<file path="src/rtl/sms_pkg.sv">
// Shared types, default field parameters and the linear-map helper for the power-map S-box engine.
package sms_pkg;

    typedef enum logic [1:0] {
        IDLE = 2'd0,
        RUN  = 2'd1,
        DONE = 2'd2
    } sms_state_e;

    localparam int SMS_DEF_WIDTH = 6;
    localparam logic [SMS_DEF_WIDTH:0] SMS_DEF_POLY = 7'b1000011;

    // Maps are evaluated on zero-padded operands so one function serves every WIDTH up to MAP_MAX_W.
    localparam int MAP_MAX_W = 16;
    localparam int MAP_MAT_W = MAP_MAX_W * MAP_MAX_W + MAP_MAX_W;

    // Row i of an n*n matrix sits at m[i*n +: n]; bits above n in the slice hit zeros of v.
    function automatic logic [MAP_MAX_W-1:0] lin_map(
        input logic [MAP_MAT_W-1:0] m,
        input logic [MAP_MAX_W-1:0] v,
        input int                   n
    );
        logic [MAP_MAX_W-1:0] r;
        r = '0;
        for (int i = 0; i < MAP_MAX_W; i++) begin
            if (i < n) begin
                r[i] = ^(m[i*n +: MAP_MAX_W] & v);
            end
        end
        return r;
    endfunction

endpackage

</file>
<file path="src/rtl/sms_power_engine_if.sv">
// Valid/ready operand and result channels of the power-map engine.
interface sms_power_engine_if
    import sms_pkg::*;
#(
    parameter int WIDTH = SMS_DEF_WIDTH,
    parameter int EXP_W = WIDTH
);
    logic             in_valid;
    logic             in_ready;
    logic [WIDTH-1:0] in_x;
    logic [EXP_W-1:0] in_exp;
    logic             out_valid;
    logic             out_ready;
    logic [WIDTH-1:0] out_y;

    modport master (
        output in_valid, in_x, in_exp, out_ready,
        input  in_ready, out_valid, out_y
    );

    modport slave (
        input  in_valid, in_x, in_exp, out_ready,
        output in_ready, out_valid, out_y
    );
endinterface

</file>
<file path="src/rtl/gf2n_mul.sv">
// Combinational GF(2^WIDTH) multiply, polynomial basis, reduced modulo POLY.
module gf2n_mul
    import sms_pkg::*;
#(
    parameter int               WIDTH = SMS_DEF_WIDTH,
    parameter logic [WIDTH:0]   POLY  = SMS_DEF_POLY
) (
    input  logic [WIDTH-1:0] a,
    input  logic [WIDTH-1:0] b,
    output logic [WIDTH-1:0] p
);

    logic [WIDTH-1:0] a_shift;

    // Shift-and-add with reduction folded into every shift, so nothing ever exceeds WIDTH bits.
    always_comb begin
        p       = '0;
        a_shift = a;
        for (int i = 0; i < WIDTH; i++) begin
            if (b[i]) begin
                p = p ^ a_shift;
            end
            a_shift = {a_shift[WIDTH-2:0], 1'b0} ^ (a_shift[WIDTH-1] ? POLY[WIDTH-1:0] : '0);
        end
    end

endmodule

</file>
<file path="src/rtl/sms_power_engine.sv">
// Iterative power-map engine y = x^e over GF(2^WIDTH), one exponent bit per cycle, MSB first.
// Optional basis-change wrapper on input and output enabled by SMS_LINEAR_MAP_EN.
//
// state | meaning
// IDLE  | in_ready high, waiting for an operand
// RUN   | square-and-multiply on e[cnt], cnt counting down to 0
// DONE  | result presented on out_y, waiting for out_ready
module sms_power_engine
    import sms_pkg::*;
#(
    parameter int                     WIDTH   = SMS_DEF_WIDTH,
    parameter logic [WIDTH:0]         POLY    = SMS_DEF_POLY,
    parameter int                     EXP_W   = WIDTH,
    parameter logic [WIDTH*WIDTH-1:0] IN_MAP  = (WIDTH*WIDTH)'({WIDTH{{WIDTH{1'b0}}, 1'b1}}),
    parameter logic [WIDTH*WIDTH-1:0] OUT_MAP = (WIDTH*WIDTH)'({WIDTH{{WIDTH{1'b0}}, 1'b1}})
) (
    input  logic             clk,
    input  logic             rst,
    sms_power_engine_if.slave bus
);

    localparam int CNT_W = (EXP_W > 1) ? $clog2(EXP_W) : 1;

    if (WIDTH < 2 || WIDTH > MAP_MAX_W || $bits(IN_MAP) != $bits(OUT_MAP)) begin : g_bad_cfg
        $error("sms_power_engine: WIDTH must be in 2..%0d", MAP_MAX_W);
    end

    sms_state_e       state_q;
    sms_state_e       state_d;
    logic [WIDTH-1:0] acc_q;
    logic [WIDTH-1:0] x_q;
    logic [EXP_W-1:0] exp_q;
    logic [CNT_W-1:0] cnt_q;
    logic [WIDTH-1:0] out_y_q;

    logic [WIDTH-1:0] acc_sq;
    logic [WIDTH-1:0] acc_sq_x;
    logic [WIDTH-1:0] acc_next;
    logic [WIDTH-1:0] x_load;
    logic [WIDTH-1:0] y_load;
    logic             accept;
    logic             last_bit;

    gf2n_mul #(.WIDTH(WIDTH), .POLY(POLY)) u_square (
        .a (acc_q),
        .b (acc_q),
        .p (acc_sq)
    );

    gf2n_mul #(.WIDTH(WIDTH), .POLY(POLY)) u_times_x (
        .a (acc_sq),
        .b (x_q),
        .p (acc_sq_x)
    );

    assign acc_next = exp_q[cnt_q] ? acc_sq_x : acc_sq;
    assign last_bit = (cnt_q == '0);

`ifdef SMS_LINEAR_MAP_EN
    localparam logic [MAP_MAT_W-1:0] IN_MAP_EXT  = MAP_MAT_W'(IN_MAP);
    localparam logic [MAP_MAT_W-1:0] OUT_MAP_EXT = MAP_MAT_W'(OUT_MAP);

    assign x_load = WIDTH'(lin_map(IN_MAP_EXT, MAP_MAX_W'(bus.in_x), WIDTH));
    assign y_load = WIDTH'(lin_map(OUT_MAP_EXT, MAP_MAX_W'(acc_next), WIDTH));
`else
    assign x_load = bus.in_x;
    assign y_load = acc_next;
`endif

    always_ff @(posedge clk) begin
        if (rst) begin
            state_q <= IDLE;
        end else begin
            state_q <= state_d;
        end
    end

    always_comb begin
        state_d       = state_q;
        bus.in_ready  = 1'b0;
        bus.out_valid = 1'b0;
        accept        = 1'b0;
        case (state_q)
            IDLE: begin
                bus.in_ready = 1'b1;
                if (bus.in_valid) begin
                    accept  = 1'b1;
                    state_d = RUN;
                end
            end
            RUN: begin
                if (last_bit) begin
                    state_d = DONE;
                end
            end
            DONE: begin
                bus.out_valid = 1'b1;
                if (bus.out_ready) begin
                    state_d = IDLE;
                end
            end
            default: state_d = IDLE;
        endcase
    end

    // Latency is fixed at EXP_W cycles: leading zero bits of e still run, they just square 1.
    always_ff @(posedge clk) begin
        if (rst) begin
            acc_q   <= '0;
            x_q     <= '0;
            exp_q   <= '0;
            cnt_q   <= '0;
            out_y_q <= '0;
        end else if (accept) begin
            x_q   <= x_load;
            exp_q <= bus.in_exp;
            acc_q <= WIDTH'(1);
            cnt_q <= CNT_W'(EXP_W - 1);
        end else if (state_q == RUN) begin
            acc_q <= acc_next;
            if (last_bit) begin
                out_y_q <= y_load;
            end else begin
                cnt_q <= cnt_q - CNT_W'(1);
            end
        end
    end

    assign bus.out_y = out_y_q;

endmodule
</file>
<file path="src/flat_wrapper.sv">
// flat-port wrapper written by rule: the top's interface ports become plain ports
module sms_power_engine_flat import sms_pkg::*;
#(
    parameter int                     WIDTH   = SMS_DEF_WIDTH,
    parameter logic [WIDTH:0]         POLY    = SMS_DEF_POLY,
    parameter int                     EXP_W   = WIDTH,
    parameter logic [WIDTH*WIDTH-1:0] IN_MAP  = (WIDTH*WIDTH)'({WIDTH{{WIDTH{1'b0}}, 1'b1}}),
    parameter logic [WIDTH*WIDTH-1:0] OUT_MAP = (WIDTH*WIDTH)'({WIDTH{{WIDTH{1'b0}}, 1'b1}})
)
  (clk, rst, bus_in_valid, bus_in_x, bus_in_exp, bus_out_ready, bus_in_ready, bus_out_valid, bus_out_y);
  sms_power_engine_if #(.WIDTH(WIDTH), .EXP_W(EXP_W)) bus_i ();
  input  logic clk;
  input  logic rst;
  input wire logic [$bits(bus_i.in_valid)-1:0] bus_in_valid;
  input wire logic [$bits(bus_i.in_x)-1:0] bus_in_x;
  input wire logic [$bits(bus_i.in_exp)-1:0] bus_in_exp;
  input wire logic [$bits(bus_i.out_ready)-1:0] bus_out_ready;
  output wire logic [$bits(bus_i.in_ready)-1:0] bus_in_ready;
  output wire logic [$bits(bus_i.out_valid)-1:0] bus_out_valid;
  output wire logic [$bits(bus_i.out_y)-1:0] bus_out_y;
  assign bus_i.in_valid = bus_in_valid;
  assign bus_i.in_x = bus_in_x;
  assign bus_i.in_exp = bus_in_exp;
  assign bus_i.out_ready = bus_out_ready;
  assign bus_in_ready = bus_i.in_ready;
  assign bus_out_valid = bus_i.out_valid;
  assign bus_out_y = bus_i.out_y;
  sms_power_engine #(.WIDTH(WIDTH), .POLY(POLY), .EXP_W(EXP_W), .IN_MAP(IN_MAP), .OUT_MAP(OUT_MAP)) u_core (.clk(clk), .rst(rst), .bus(bus_i));
endmodule
</file>
<file path="config.mk">
export PLATFORM = sky130hd
export DESIGN_NAME = sms_power_engine_flat
export DESIGN_NICKNAME = d
export VERILOG_FILES = /design/src/rtl/sms_pkg.sv /design/src/rtl/sms_power_engine_if.sv /design/src/rtl/gf2n_mul.sv /design/src/rtl/sms_power_engine.sv /design/src/flat_wrapper.sv
export SDC_FILE = /design/constraint.sdc
export NUM_CORES = 1
export LEC_CHECK = 0
export ABC_AREA = 1
export CAP_MARGIN = 20
export CORE_ASPECT_RATIO = 2
export CORE_UTILIZATION = 45
export CTS_CLUSTER_SIZE = 12
export DETAILED_ROUTE_END_ITERATION = 10
export HOLD_SLACK_MARGIN = 0.03
export PLACE_DENSITY = 0.67
export SYNTH_ARGS = -nofsm -noshare
export SYNTH_HDL_FRONTEND = slang
export SYNTH_HIERARCHICAL = 1
export SYNTH_SLANG_ARGS = --single-unit
</file>
<file path="constraint.sdc">
create_clock -name clk -period 2.4 [get_ports clk]
set_input_delay 0.72 -clock clk [delete_from_list [all_inputs] [get_ports clk]]
set_output_delay 0.72 -clock clk [all_outputs]
set_load 0.02 [all_outputs]
</file>
==> reports/qor.txt <==
Status: finished with violations
Failing checks: negative setup slack
Post-Route WL: 8530 um
Layout Skew: 0.004903 ns
Ys Warns: 6
CTS root buf: clkbuf_16
First-pass GRT wire length: 12,430 um
Synthesized area per cell: 5.724 um2
Final net count: 581
Clock transition at path regs: 0.05 ns
Cell Area, Synth: 2908 um2
Total congestion overflow: 0
Req. time, crit path: 2.61 ns
Sw frac: 35.49%
Fmax: 408.7 MHz
Die width: 58.84 um
Post-route minimum period: 2.447 ns
Die area: 6807 um2
P_leak: 1.985 nW
# setup viols final: 6
Hold WC Path Type: reg -> reg
EDFF count, synth: 0
Synth Register Bits: 29
Peak fanout along the critical path: 7
Syn Nets: 526
Antenna violations before repair: 0
CTS Buf Count: 5
Core Util, Final: 67.57%
Pre-CTS setup slack: -0.2068 ns
Maximum capacitance violations: 0
Number of I/O pins: 24
Setup slack after layout: -0.04691 ns
TritonCTS clock tree: built
DR iter-0 viols: 164
Share of cells above drive strength 1: 33.69%
Avg WL per Cell: 13.12 um
Slew Viols, Final: 0
Clock buffer depth: 2
Vias: 3,326
Sequential share of power: 27.6%
Vias in the first global route: 3,063
Pint: 1.392 mW
CP top delay family: simple AND/OR/NAND/NOR gates
Clock latency on the worst-skew pair: 0.27 ns
Critical path capture point type: flip-flop
P per Cell Area: 510.2 nW/um2
GRT Resource Usage Total: 23.56%
Diode count: 0
RSZ-0062 raised after global routing: true
Number of H-tree levels: 2
Netlist cell types: 27
Worst path max stage delay: 0.37 ns
Critical Path Start Type: flip-flop
Drt pass-1 iters: 5
Critical Path Slowest Stage Cell: dfxtp_4
Final hold violations: 0
Port bufs: 23
Sequential cell area fraction in the yosys report: 19.97%
Final worst-path cycle share: 102.0%
Antenna Violating Nets Remaining: 0
Setup CP Type: reg -> reg
Slew @ Worst Pin: 0.4507 ns
Die height: 115.7 um
Peak supply drop: 515.9 uV
Largest net degree at the start of global routing: 20
Top FF cell, synth: dfxtp_1
Logic gate share of total power: 39.2%
Gpl congestion: 0.9062
Arrival time at the worst endpoint: 2.66 ns
Core box area: 6259 um2
Clock sink count: 29
Buf/Inv on CP: 5
Post-synthesis cell count: 508
Clk pwr share: 33.2%
Initial core utilization: 46.46%
DRC Markers: 0
Synth-to-layout area growth: 45.44%
CP cell instances: buf_12 > nand2_2 > xnor2_1 > nand2_1 > nand2_1 > xor2_1 > buf_6 > inv_4 > nand2_2 > nand2_2 > nor2_4 > xor2_2 > buf_4 > nand3_2 > nand2_1 > nand2_2 > nand3_1 > nand2_1 > inv_1
Psw: 0.7658 mW
Max_slew headroom: 69.91%
Post-synth ARST share: 0%
DR vias/cell: 5.117
Row cnt: 41
Hpwl dp: 5825 um
## cell families after synthesis
group,count (synthesis),synth area share [%]
AOI/OAI and AO/OA,25,4.389
DFF,29,19.97
adders and majority gates,2,0.8604
and+or+nand+nor,326,49.78
buffers and inverters,86,12.44
xor gates and xnor gates,40,12.56
## synthesized netlist by cell type (3+ instances only)
cell     number  share of area, %
nand2_1     181                23
inv_1        62               8.0
nor2_1       59               7.6
nand3_1      53               9.1
dfxtp_1      29                20
xnor2_1      20               6.0
xor2_1       18               5.4
nand2_2      13               2.8
o21ai_0      13               2.2
inv_2        10               1.3
a21oi_1       9               1.5
buf_2         7               1.2
nand3_2       7               2.4
buf_6         3               1.2
nand2_4       3               1.2
nor2_2        3              0.65
## cell type report
type                       count  area, um2
inverter                      72      280.3
clock buffer                   7      142.6
tap                           86      107.6
sequential                    29      596.8
timing repair buffer          60      615.6
clock inverter                 1      30.03
multi-input combinational    395       2456
fill                         564       2029
## cell usage in the layout, fill, tap and decap left out, types with 2 or more instances in the layout
| cell type | instances |
|---|---|
| clkbuf_16 | 7 |
| buf_12 | 3 |
| nor2_2 | 5 |
| nand3_1 | 33 |
| nand2_8 | 2 |
| nand3_2 | 24 |
| inv_2 | 12 |
| dfxtp_4 | 4 |
| nand3_4 | 4 |
| nor2_1 | 55 |
| inv_1 | 57 |
| o21ai_0 | 13 |
| buf_4 | 27 |
| xor2_1 | 12 |
| nand2_2 | 51 |
| buf_6 | 4 |
| nand2_4 | 15 |
| nand4_1 | 2 |
| nand2_1 | 132 |
| xnor2_1 | 10 |
| dfxtp_1 | 24 |
| nor2_4 | 4 |
| ha_1 | 2 |
| clkdlybuf4s50_1 | 23 |
| a21oi_1 | 8 |
| inv_4 | 2 |
| xor2_2 | 6 |
| xnor2_2 | 12 |
## final timing paths
kind                                                    from                               end  slack [ns]  depth (start not counted)
worst max-delay path            u_core/acc_q[3]$_SDFFE_PP0P_  u_core/bus.out_y[2]$_SDFFE_PP0P_       -0.05                         19
worst max register to register  u_core/acc_q[3]$_SDFFE_PP0P_  u_core/bus.out_y[2]$_SDFFE_PP0P_       -0.05                         19
worst min-delay path            u_core/exp_q[1]$_SDFFE_PP0P_      u_core/exp_q[1]$_SDFFE_PP0P_        0.45                          2
worst min register to register  u_core/exp_q[1]$_SDFFE_PP0P_      u_core/exp_q[1]$_SDFFE_PP0P_        0.45                          2
## per-layer routing
metal	wire length, um	part of all wire (%)	track usage, %	up-vias
met5	0	0	0	-
met4	517	6.1	14.92	0
met3	296	3.5	1.897	41
met2	4953	58	47.50	114
met1	2763	32	20.95	1522
li1	-	-	-	1649
## power by group through the flow
stage / Sequential [mW] / Clock, mW / Combinational (mW)
after floorplan: 0.597 / 0 / 0.451
after global placement: 0.594 / 0 / 0.653
after detailed placement: 0.595 / 0 / 0.658
after CTS: 0.587 / 0.739 / 0.682
after global routing: 0.602 / 0.750 / 0.924
final: 0.596 / 0.717 / 0.845
## registers in the layout, summed over array words and instances (netlist names)
signal and cells:
u_core/state_q 2, u_core/acc_q 6, u_core/cnt_q 3, u_core/exp_q 6, u_core/bus.out_y 6, u_core/x_q 6
## through the flow
step           hold WS, ns  cells  TNS [ns]  total power [mW]  area [um2]
3_3_place_gp        0.4416    627    -1.312             1.247        3359
3_5_place_dp        0.4449    627    -1.449             1.253        3359
2_1_floorplan       0.4286    508         0             1.048        2908
5_1_grt             0.4824    650    -1.982             2.277        4229
6_report            0.4495    650   -0.1264             2.158        4229
4_1_cts             0.4519    636         0             2.007        3610
## timing repair
| item | in CTS | in global routing |
|---|---|---|
| cloned | 1 | 4 |
| gates resized for setup | 13 | 122 |
| pin swaps | 4 | 59 |
| buffers inserted | 0 | 10 |
| setup endpoints to repair | 12 | 12 |
| hold buffers | 0 | 0 |
## worst min-delay path, delay by kind of cell (launching register included)
family                 cells  cell delay [ns]
buffers and inverters      1             0.06
flip-flops                 1             0.29
AO/OA/AOI/OAI              1             0.05
Note: power is estimated with default switching activity, not from simulation.
==> variant 1 (config.mk and constraints unchanged) <==
Reset style: asynchronous (`rst`), changed in 2 clocked blocks.
--- a/src/rtl/sms_power_engine.sv
+++ b/src/rtl/sms_power_engine.sv
@@ -67,7 +67,7 @@
     assign y_load = acc_next;
 `endif
 
-    always_ff @(posedge clk) begin
+    always_ff @(posedge clk or posedge rst) begin
         if (rst) begin
             state_q <= IDLE;
         end else begin
@@ -104,7 +104,7 @@
     end
 
     // Latency is fixed at EXP_W cycles: leading zero bits of e still run, they just square 1.
-    always_ff @(posedge clk) begin
+    always_ff @(posedge clk or posedge rst) begin
         if (rst) begin
             acc_q   <= '0;
             x_q     <= '0;
Behaviour: differs if rst is asserted again (counterexample within 4 cycles, from zero or initial values and one cycle with rst high); with rst held inactive, the same outputs for 4 cycles.
==> variant 1 against the unedited design <==
- the run still ends with setup timing left
- worst setup slack got worse by 0.12 ns
- design area up 1.5%
- area after synthesis is 1.5% higher
- first-iteration DRC count grew 16%
- sequential cell count did not move
- wire length decreased by 3.7%
- critical path type unchanged
- highest routed layer unchanged
Power is left out: the tool's default activity adds up to more than one toggle a clock period on the data nets, which glitch-free logic cannot reach.
==> variant 1: results <==
group,metric,value,unit
status,status,"finished with violations",
status,failed_checks,"setup timing",
timing,timing.hold.ws,0.4876,ns
global_route,grt_max_degree,30,
place,place_inst,600,
logic_synthesis,netlist_top_cells_count,"193 x nand2_1, 60 x inv_1, 56 x nand3_1",
logic_synthesis,synth_warnings,6,
logic_synthesis,synthMuxAreaShare,3.435,%
logic_synthesis,yosys.cell_types.count,28,
final_layout,multi_input_area,2384,µm²
min_path,hold_class,"register to register",
clock_network,post-cts-setup-buffers,4,
logic_synthesis,synth_compound_gate_area_share,2.120,%
logic_synthesis,synth_fa_ha_area_share,0.8482,%
clock_network,cts_root_buf,"clkbuf_16",
drt,drt_iter0_drc,191,
place,place_congestion,0.9869,
logic_synthesis,async_flop_share,100.0,%
logic_synthesis,synth_top_cell_by_area,"dfrtp_1",
global_route,grt_pass1_vias,2954,
setup_path,cp.arrival,2.78,ns
setup_path,worstRegToRegCells,18,
final_layout,final_nets,551,
logic_synthesis,avgSynthCellArea,6.264,µm²
setup_path,worst_r2r_endpoint,"u_core/bus.out_y[4]$_DFFE_PP0P_",
drt,detail_route.vias_per_cell,5.021,
drt,route.vias.total,3113,
drt,dr.pass1.iters,4,
place,placed_area,3490,µm²
place,pre_cts_ws,-0.3086,ns
clock_network,clock_path_buffers,2,
drt,wl,8.211,mm
global_route,grt_pass1_wl,12.87,mm
clock_network,post_cts_resized,61,
logic_synthesis,synth_xor_area_share,12.38,%
logic_synthesis,synth_top_cells_by_area,"dfrtp_1 25%, nand2_1 25%, nand3_1 9.5%",
timing,fin_setup_tns,-0.9941,ns
place,io_buffers,23,
final_layout,drive_above_1_share,36.33,%
logic_synthesis,ys_seq_area_share,24.60,%
global_route,grt_usage,24.50,%
timing,setup_slack,-0.1634,ns
setup_path,crit_start,"u_core/acc_q[3]$_DFFE_PP0P_",
logic_synthesis,synthesis.nets,489,
timing,worst_pin_slew,0.4736,ns
final_layout,n_antenna_cell,0,
clock_network,cts_buffers,5,
place,dp_hpwl,5.938,mm
min_path,min_from,"u_core/bus.out_y[5]$_DFFE_PP0P_",
final_layout,nFillCells,508,
min_path,holdPathStages,2,
setup_path,cp_max_fo,7,
timing,setup_viol_count_final,11,
min_path,min_to,"u_core/bus.out_y[5]$_DFFE_PP0P_",
timing,finClkSkew,0.005944,ns
==> variant 1: cell types whose count changed after synthesis, moves of 2 or more <==
cell / change
a21oi_1: -4
buf_6: -2
dfxtp_1: -29
nand2_1: +12
nand3_1: +3
inv_1: -2
dfrtp_1: +29
mux2_4: +6
clkbuf_1: -2
o21ai_0: -13
nor2_1: -37
==> variant 1: worst max-delay path: stages (launching register included) <==
cell     delay [ns]
dfrtp_2        0.45
buf_12         0.17
buf_6          0.11
nand2_4        0.06
xor2_1         0.13
nand2_1        0.06
nand2_1        0.08
xor2_1         0.18
buf_6          0.19
inv_8          0.06
nand2_8        0.09
nand2_2        0.06
nor2_4         0.12
xnor2_2        0.12
xor2_1         0.26
inv_1          0.10
nand2_2        0.08
nand3_1        0.08
nand2_1        0.09
==> variant 1: worst max-delay path by stage <==
stage,end,depth (start not counted)
floorplan,u_core/acc_q[1]$_DFFE_PP0P_,18
global placement,u_core/bus.out_y[3]$_DFFE_PP0P_,19
detailed placement,u_core/bus.out_y[3]$_DFFE_PP0P_,21
CTS,u_core/bus.out_y[4]$_DFFE_PP0P_,16
global route,u_core/bus.out_y[2]$_DFFE_PP0P_,20
finish,u_core/bus.out_y[4]$_DFFE_PP0P_,18
==> variant 1: final cells by class <==
class	instances	area share, %
clock inverters	2	0.3207
inverters	70	6.501
flip-flops and latches	29	17.06
multi-input cells	363	55.54
repair buffers	64	14.84
clock buffers	6	3.236
well taps	86	2.507
==> variant 1: per-layer routing <==
metal	part of all wire, %	GRT usage, %	vias up	wire (µm)
li1	-	-	1559	-
met1	35	23.90	1460	2848
met2	59	48.31	66	4859
met3	2.1	2.769	28	171
met4	4.0	11.43	0	331
met5	0	0	-	0
==> variant 2 (config.mk and constraints unchanged) <==
Made on the original files. The package constant `SMS_DEF_WIDTH` goes from 6 to 12.
--- a/src/rtl/sms_pkg.sv
+++ b/src/rtl/sms_pkg.sv
@@ -7,7 +7,7 @@
         DONE = 2'd2
     } sms_state_e;
 
-    localparam int SMS_DEF_WIDTH = 6;
+    localparam int SMS_DEF_WIDTH = 12;
     localparam logic [SMS_DEF_WIDTH:0] SMS_DEF_POLY = 7'b1000011;
 
     // Maps are evaluated on zero-padded operands so one function serves every WIDTH up to MAP_MAX_W.
Interface: changed (resized bus_in_exp, bus_in_x and bus_out_y); port bits go from 24 to 42. No check against the original RTL was run, so the function may have changed too.
==> variant 2 against the unedited design <==
- the run still ends with setup timing left
- worst setup slack got worse by 1.1 ns
- sequential cell count grew 25
- design area rose to 3.1 times the old value
- wire length rose to 4.2 times the old value
- combinational power rose to 7.0 times the old value
- via count rose to 3.2 times the old value
- area after synthesis grew to 3.0 times the old value
- total power rose to 3.7 times the old value
- critical path type unchanged
- critical endpoint is now u_core/bus.out_y[0]$_SDFFE_PP0P_
- largest power group unchanged
==> variant 2: results <==
group,metric,value,unit
status,status,"finished with violations",
status,failed_checks,"setup timing",
drt,wl_met1,10.76,mm
power,ir_worst_vdd,447.3,µV
timing,finClkSkew,0.01450,ns
timing,worst_pin_slew,0.5887,ns
final_layout,n_antenna_cell,0,
drt,dr.pass1.iters,5,
place,place_inst,2015,
final_layout,drive_above_1_share,37.20,%
place,io_buffers,41,
setup_path,cp.arrival,3.72,ns
clock_network,clock_path_buffers,2,
clock_network,clk_latency,0.31,ns
drt,detail_route.vias_per_cell,5.197,
timing,setup_viol_count_final,24,
setup_path,cp_max_fo,9,
global_route,grt_max_degree,43,
clock_network,cts_buffers,5,
logic_synthesis,ys_seq_area_share,12.59,%
logic_synthesis,yosys.cell_types.count,37,
logic_synthesis,synth_ff_type,"dfxtp_1",
global_route,grt_pass1_wl,53.70,mm
final_layout,final_nets,1836,
logic_synthesis,netlist_top_cells_count,"635 x nand2_1, 186 x inv_1, 176 x nor2_1",
min_path,hold_class,"register to register",
logic_synthesis,synthesis.nets,1617,
place,dp_hpwl,27.55,mm
logic_synthesis,async_flop_share,0,%
clock_network,htree_num_levels,2,
global_route,grt_usage,36.51,%
logic_synthesis,synth_top_cells_by_area,"nand2_1 28%, dfxtp_1 13%, xnor2_1 8.6%",
setup_path,worstRegToRegCells,27,
clock_network,cts_root_buf,"clkbuf_16",
setup_path,critPathTopFamily,"simple AND/OR/NAND/NOR gates",
drt,wire_per_inst,17.40,µm
drt,top_layer,"met4",
clock_network,cts.reportedPaths.clkPinSlew,0.09,ns
setup_path,critical-path-max-stage-delay,0.37,ns
setup_path,cpMaxStageDelayCell,"dfxtp_4",
global_route,antenna_found_initial,0,
place,place_congestion,1.087,
logic_synthesis,syn-instance-count,1589,
global_route,grt_pass1_vias,10670,
logic_synthesis,synth_warnings,6,
drt,met3_length,1.464,mm
timing,setup_slack,-1.106,ns
drt,drt_iter0_drc,506,
place,pre_cts_ws,-1.284,ns
drt,wl,35.91,mm
timing,finalHoldViolCount,0,
drt,met2_wirelength,19.20,mm
place,placed_area,10660,µm²
min_path,holdPathStages,2,
power,leakagePower,6.136,nW
==> variant 2: cells by family after synthesis <==
kind of cell	after synthesis	share of synthesized area [%]
xor+xnor	167	18.15
flops	54	12.59
simple gates	1047	52.14
buf+inv	270	13.67
compound gates	51	3.453
==> variant 2: per-layer routing <==
layer / GRT usage (%) / up-vias
met5: 0 / -
met4: 38.24 / 0
met3: 5.909 / 241
met2: 70.37 / 373
met1: 28.77 / 4900
li1: - / 5213
==> variant 2: layout make-up <==
class                           count  area [µm²]
Clock inverter                      2       38.79
Tap cell                          255       319.1
Fill cell                        1668        5736
Inverter                          215       889.6
Clock buffer                        6       138.9
Sequential cell                    54        1126
Timing Repair Buffer              266        2500
Multi-Input combinational cell   1266        7996
==> variant 2: through the flow <==
step	utilization [%]	TNS, ns
2_1_floorplan	-	-9.701
3_3_place_gp	56.89	-28.03
3_5_place_dp	56.89	-29.02
4_1_cts	65.93	-20.88
5_1_grt	69.40	-28.15
6_report	69.40	-24.06
==> variant 2: path summary, 6_finish.rpt <==
path                            slack, ns                          endpoint                         start
worst min register to register       0.47      u_core/exp_q[5]$_SDFFE_PP0P_  u_core/exp_q[5]$_SDFFE_PP0P_
worst max register to register      -1.11  u_core/bus.out_y[0]$_SDFFE_PP0P_  u_core/acc_q[9]$_SDFFE_PP0P_
worst min-delay path                 0.47      u_core/exp_q[5]$_SDFFE_PP0P_  u_core/exp_q[5]$_SDFFE_PP0P_
worst max-delay path                -1.11  u_core/bus.out_y[0]$_SDFFE_PP0P_  u_core/acc_q[9]$_SDFFE_PP0P_
==> variant 2: worst min-delay path, delay by kind of cell, from the launching register on <==
kind,cells,cell delay (ns)
AOI/OAI and AO/OA,1,0.06
buffers and inverters,1,0.06
DFF,1,0.30
==> variant 2: where the power goes <==
part | switching, mW | total, mW | internal (mW)
clock | 0.375 | 0.902 | 0.526
combinational | 3.49 | 5.93 | 2.44
sequential | 0.113 | 1.09 | 0.978
total | 3.97 | 7.92 | 3.95
==> variant 2: what timing repair did <==
item,CTS,global route
resized for setup,333,141
pin swaps,155,102
setup endpoints to repair,24,24
hold endpoints to repair,0,0
gates cloned,2,0
setup buffers,34,11
